`src/rtl/bft_gen_pkg.sv`:
```
// Shared widths, default config tag and controller states
// for the BFT configuration/data stimulus generator.
package bft_gen_pkg;

    localparam int CFG_W  = 64;
    localparam int DATA_W = 512;
    localparam int LANE_W = 32;
    localparam int LANES  = 16;

    localparam logic [31:0] CFG_TAG_DEF = 32'hBFC0_0000;

    typedef enum logic [1:0] {
        IDLE,
        CFG,
        DATA,
        DONE
    } state_t;

endpackage

```
`src/rtl/axis_seq_src.sv`:
```
// Registered AXI-Stream word source: emits COUNT generated words.
// Ports: clk/rst_n, start (load word 0), tready, tvalid/tdata, done (last handshake).
module axis_seq_src
    import bft_gen_pkg::*;
#(
    parameter int          W       = 64,
    parameter int          COUNT   = 8,
    parameter int          CNT_W   = 16,
    parameter bit          IS_DATA = 1'b0,
    parameter logic [31:0] TAG     = 32'h0
) (
    input  logic         clk,
    input  logic         rst_n,
    input  logic         start,
    input  logic         tready,
    output logic         tvalid,
    output logic [W-1:0] tdata,
    output logic         done
);

    logic [CNT_W-1:0] idx;
    logic [CNT_W-1:0] nidx;
    logic [W-1:0]     nword;
    logic             last;
    logic             hs;

    assign hs   = tvalid & tready;
    assign last = (idx == CNT_W'(COUNT - 1));
    assign done = hs & last;

    // Index of the word to be presented after this edge.
    assign nidx = start ? '0 : idx + CNT_W'(1);

    generate
        if (IS_DATA) begin : g_data
            always_comb begin
                nword = '0;
                for (int j = 0; j < W / LANE_W; j++) begin
                    nword[j*LANE_W +: LANE_W] =
                        LANE_W'(nidx) * LANE_W'(LANES)
                        + LANE_W'(j);
                end
            end
        end else begin : g_cfg
            assign nword = W'({TAG, 32'(nidx)});
        end
    endgenerate

    always_ff @(posedge clk or negedge rst_n) begin
        if (!rst_n) begin
            tvalid <= 1'b0;
            tdata  <= '0;
            idx    <= '0;
        end else if (start) begin
            tvalid <= 1'b1;
            tdata  <= nword;
            idx    <= '0;
        end else if (hs) begin
            if (last) begin
                tvalid <= 1'b0;
                idx    <= '0;
            end else begin
                tdata <= nword;
                idx   <= nidx;
            end
        end
    end

endmodule

```
`src/rtl/bft_data_gen_config.sv`:
```
// ap_ctrl_hs stimulus source: streams config words, then data words.
// Ports: ap_* control, Output_1 (64b config AXIS), Output_2 (512b data AXIS).
module bft_data_gen_config
    import bft_gen_pkg::*;
#(
    parameter int          NUM_CFG  = 8,
    parameter int          NUM_DATA = 1024,
    parameter logic [31:0] CFG_TAG  = CFG_TAG_DEF
) (
    input  logic              ap_clk,
    input  logic              ap_rst_n,
    input  logic              ap_start,
    output logic              ap_done,
    output logic              ap_idle,
    output logic              ap_ready,
    output logic [CFG_W-1:0]  Output_1_TDATA,
    output logic              Output_1_TVALID,
    input  logic              Output_1_TREADY,
    output logic [DATA_W-1:0] Output_2_TDATA,
    output logic              Output_2_TVALID,
    input  logic              Output_2_TREADY
);

    state_t state;
    logic   cfg_start;
    logic   cfg_done;
    logic   data_start;
    logic   data_done;

    // Starting the next stream on the same edge as the last
    // handshake keeps the two streams strictly back to back.
    assign cfg_start  = (state == IDLE) & ap_start;
    assign data_start = (state == CFG) & cfg_done;

    always_ff @(posedge ap_clk or negedge ap_rst_n) begin
        if (!ap_rst_n) begin
            state    <= IDLE;
            ap_idle  <= 1'b1;
            ap_done  <= 1'b0;
            ap_ready <= 1'b0;
        end else begin
            unique case (state)
                IDLE: begin
                    if (ap_start) begin
                        state   <= CFG;
                        ap_idle <= 1'b0;
                    end
                end
                CFG: begin
                    if (cfg_done) state <= DATA;
                end
                DATA: begin
                    if (data_done) begin
                        state    <= DONE;
                        ap_done  <= 1'b1;
                        ap_ready <= 1'b1;
                    end
                end
                DONE: begin
                    state    <= IDLE;
                    ap_done  <= 1'b0;
                    ap_ready <= 1'b0;
                    ap_idle  <= 1'b1;
                end
                default: state <= IDLE;
            endcase
        end
    end

    axis_seq_src #(
        .W       (CFG_W),
        .COUNT   (NUM_CFG),
        .CNT_W   (16),
        .IS_DATA (1'b0),
        .TAG     (CFG_TAG)
    ) u_cfg (
        .clk    (ap_clk),
        .rst_n  (ap_rst_n),
        .start  (cfg_start),
        .tready (Output_1_TREADY),
        .tvalid (Output_1_TVALID),
        .tdata  (Output_1_TDATA),
        .done   (cfg_done)
    );

    axis_seq_src #(
        .W       (DATA_W),
        .COUNT   (NUM_DATA),
        .CNT_W   (24),
        .IS_DATA (1'b1),
        .TAG     (32'h0)
    ) u_data (
        .clk    (ap_clk),
        .rst_n  (ap_rst_n),
        .start  (data_start),
        .tready (Output_2_TREADY),
        .tvalid (Output_2_TVALID),
        .tdata  (Output_2_TDATA),
        .done   (data_done)
    );

endmodule

```
`config.mk`:
```
export PLATFORM = sky130hd
export DESIGN_NAME = bft_data_gen_config
export DESIGN_NICKNAME = d
export VERILOG_FILES = /design/src/rtl/bft_gen_pkg.sv /design/src/rtl/axis_seq_src.sv /design/src/rtl/bft_data_gen_config.sv
export SDC_FILE = /design/constraint.sdc
export NUM_CORES = 1
export LEC_CHECK = 0
export ABC_AREA = 1
export CAP_MARGIN = 10
export CORE_AREA = 5 5 222 224
export DETAILED_ROUTE_END_ITERATION = 12
export DIE_AREA = 0 0 227 229
export PLACE_DENSITY_LB_ADDON = 0.1
export SETUP_SLACK_MARGIN = 0.4
export SLEW_MARGIN = 10
export SYNTH_ARGS = -nofsm -noshare
export SYNTH_HDL_FRONTEND = slang
export SYNTH_SLANG_ARGS = --single-unit
```
`constraint.sdc`:
```
create_clock -name ap_clk -period 3.8 [get_ports ap_clk]
set_input_delay 0.76 -clock ap_clk [delete_from_list [all_inputs] [get_ports ap_clk]]
set_output_delay 0.76 -clock ap_clk [all_outputs]
set_load 0.02 [all_outputs]
```
==> flow_summary.yaml <==
final_layout:
  drive_above_1_share_pct: 5.40
  syn_to_final_growth_pct: 22.9
  insertedDiodeCount: 0
  final_nets: 1192
  nFillCells: 5181
grt:
  grt_pass1_vias: 5427
  grt_max_degree: 56
  grt_usage_pct: 8.95
  grt_antenna_before_repair: 0
  grt-ovfl-total: 0
  grt_first_pass_wirelength_um: 36200
floorplanning:
  die_h_um: 229
  core_area_mm2: 0.0471
  die_w_um: 227
  rows: 80
  io_pins: 586
  dieArea_mm2: 0.0520
  initial_utilization_pct: 18.3
synth:
  synthesis.area_mm2: 0.00863
  async_flop_share_pct: 100
  ys.flop_type: "dfrtp_1"
  synthCells: 1130
  yosysMostFrequentCell: "buf_4"
  ys_seq_area_share_pct: 25.5
  synth-seq-cells: 88
  yosys.area.top_type: "buf_4"
  synth_commonest_cells: "buf_4, nand2_1, dfrtp_1, nand3_1, nor2_1"
  synth_edf_count: 0
  synthTopCellsByArea: "buf_4, dfrtp_1, nand2_1"
  yosysUniqueCellTypes: 35
  syn_avg_cell_area_um2: 7.64
  yosys_warnings: 0
  netlist.area_leader.share_pct: 46.6
setup_path:
  path_max_fanout: 33
  path_buf_inv: 1
  startpoint_type: "flop"
  crit_chain: "clkdlybuf4s50_1"
  cpMaxStageDelayCell: "dfrtp_1"
  path_class: "reg2out"
  crit_arrival_ps: 2030
  cp.required_ps: 3040
  worstRegToRegCells: 10
  reg2reg_from: "u_cfg.idx[0]"
  crit_family: "flip-flops"
  crit_start: "u_data.tdata[483]"
  crit_cells: 1
  cp-end-kind: "output port"
  max_stage_delay_ps: 900
placed_design:
  io_buffers: 450
  gp_congestion: 0.747
  post-dp-hpwl_um: 20800
clock_tree:
  cts_resized: 0
  cts_max_level: 3
  clkSinkCount: 88
  cts_tree: "built"
  path_clk_slew_ps: 70
  cts_root_buf: "clkbuf_16"
  cts_setup_buffers: 0
  cts_hold_buf: 0
  cts_buffers: 9
  insertion_delay_ps: 360
  cts_buffer_depth: 2
routing:
  dr.pass1.iters: 4
  via_count: 5996
  routedWlPerCell_um: 14.3
  wl_um: 25800
  dr.first_iter.drc_count: 230
  antenna_left: 0
  drc: 0
  avgViaCountPerCell: 3.33
timing:
  rsz0062_at_grt: "no"
  setup_tns_ps: 0
  fin_crit_sh_pct: 73.5
  skew_ps: 13.7
  fin_crit_ps: 2790
  worst-slew-pin-transition_ps: 853
  slew_viol_final: 0
  slew_headroom_pct: 43.1
  fmax_mhz: 358
  hold_slack_ps: 470
  setup_viol: 0
  hold_violations: 0
pwr:
  ir_drop_mv: 0.520
  switching_share_pct: 43.1
  p_seq_share_pct: 28.7
  pwr-share-clk_pct: 22.2
  p_comb_share_pct: 49.2
  power.density_mw_per_mm2: 398
  p_int_mw: 2.40
  power_leakage_nw: 4.68
  p_sw_mw: 1.82
status:
  outcome: "finished, final reports clean"
min_path:
  hp-class: "in2async"
run:
  cap_violations: 0
[power by group through the flow]
| stage | Sequential [mW] | Combinational [mW] | Clock [mW] |
|---|---|---|---|
| after floorplan | 1.25 | 1.66 | 0 |
| final | 1.21 | 2.07 | 0.935 |
| after CTS | 1.22 | 2.11 | 0.980 |
| after global placement | 1.23 | 2.14 | 0 |
| after global routing | 1.25 | 2.20 | 1.02 |
| after detailed placement | 1.24 | 2.11 | 0 |
[per-stage QoR]
step	instance area [um^2]	power (mW)	setup WS [ps]	std cells	utilization [%]
floorplan	9130	2.91	1890	1264	-
global placement	10300	3.37	1060	1784	21.9
detailed placement	10300	3.35	1070	1784	21.9
CTS	10600	4.31	952	1800	22.5
global route	10600	4.47	835	1800	22.5
finish	10600	4.22	1010	1800	22.5
[area by class of cell]
type                       instances  area [um^2]  area share [%]
clock inverter                     4         51.3           0.484
sequential                        88         2200            20.8
tap                              615          769            7.25
inverter                          55          211            1.99
clock buffer                      12          246            2.32
timing repair buffer             452         4530            42.7
multi-input combinational        574         2590            24.5
[state kept, by name, summed over array words and instances, names as in the netlist]
name / count
u_data.tdata: 25
u_data.idx: 24
u_cfg.tdata: 17
u_cfg.idx: 16
state: 2
ap_idle: 1
ap_ready: 1
u_cfg.tvalid: 1
u_data.tvalid: 1
[cell families (layout without fill, tap and decap cells)]
logic type               count (synthesis)  in the layout  share of synthesized area, %
other                                    1            135                        0.0434
AND/OR/NAND/NOR                        396            396                          20.6
buffers and inverters                  602            523                          50.2
AO/OA/AOI/OAI                           26             26                          1.59
adder cells (fa/ha/maj)                  7              7                          1.01
XOR/XNOR                                10             10                          1.01
flip-flops                              88             88                          25.5
[path summary, 6_finish.rpt]
path                                            end  slack, ps
max in group asynchronous         u_data.tdata[491]       2630
worst max-delay path            Output_2_TDATA[226]       1010
worst max register to register       u_data.idx[12]       1750
worst min register to register              ap_idle        480
worst min-delay path                 u_cfg.tdata[4]        470
min in group ap_clk                         ap_idle        480
[placed cells by master, fill, tap and decap left out, types with 3 or more instances in the layout]
cell / n
nand2_1: 212
nand2_2: 21
conb_1: 135
o21ai_0: 23
clkdlybuf4s50_1: 449
inv_1: 48
nand3_2: 3
ha_1: 7
xor2_1: 8
or2_2: 4
nand3_1: 60
nand4_1: 18
inv_2: 4
nor2_1: 59
clkbuf_16: 9
dfrtp_1: 87
nor2_4: 3
nor2_2: 6
[layer usage]
metal	global-route usage [%]	share of wire, %	up-vias
met3	2.47	8.7	7
met4	1.01	0.39	0
met1	10.6	38	2800
met5	0	0	-
li1	-	-	2920
met2	16.6	53	269
(Power assumes the default switching activity.)
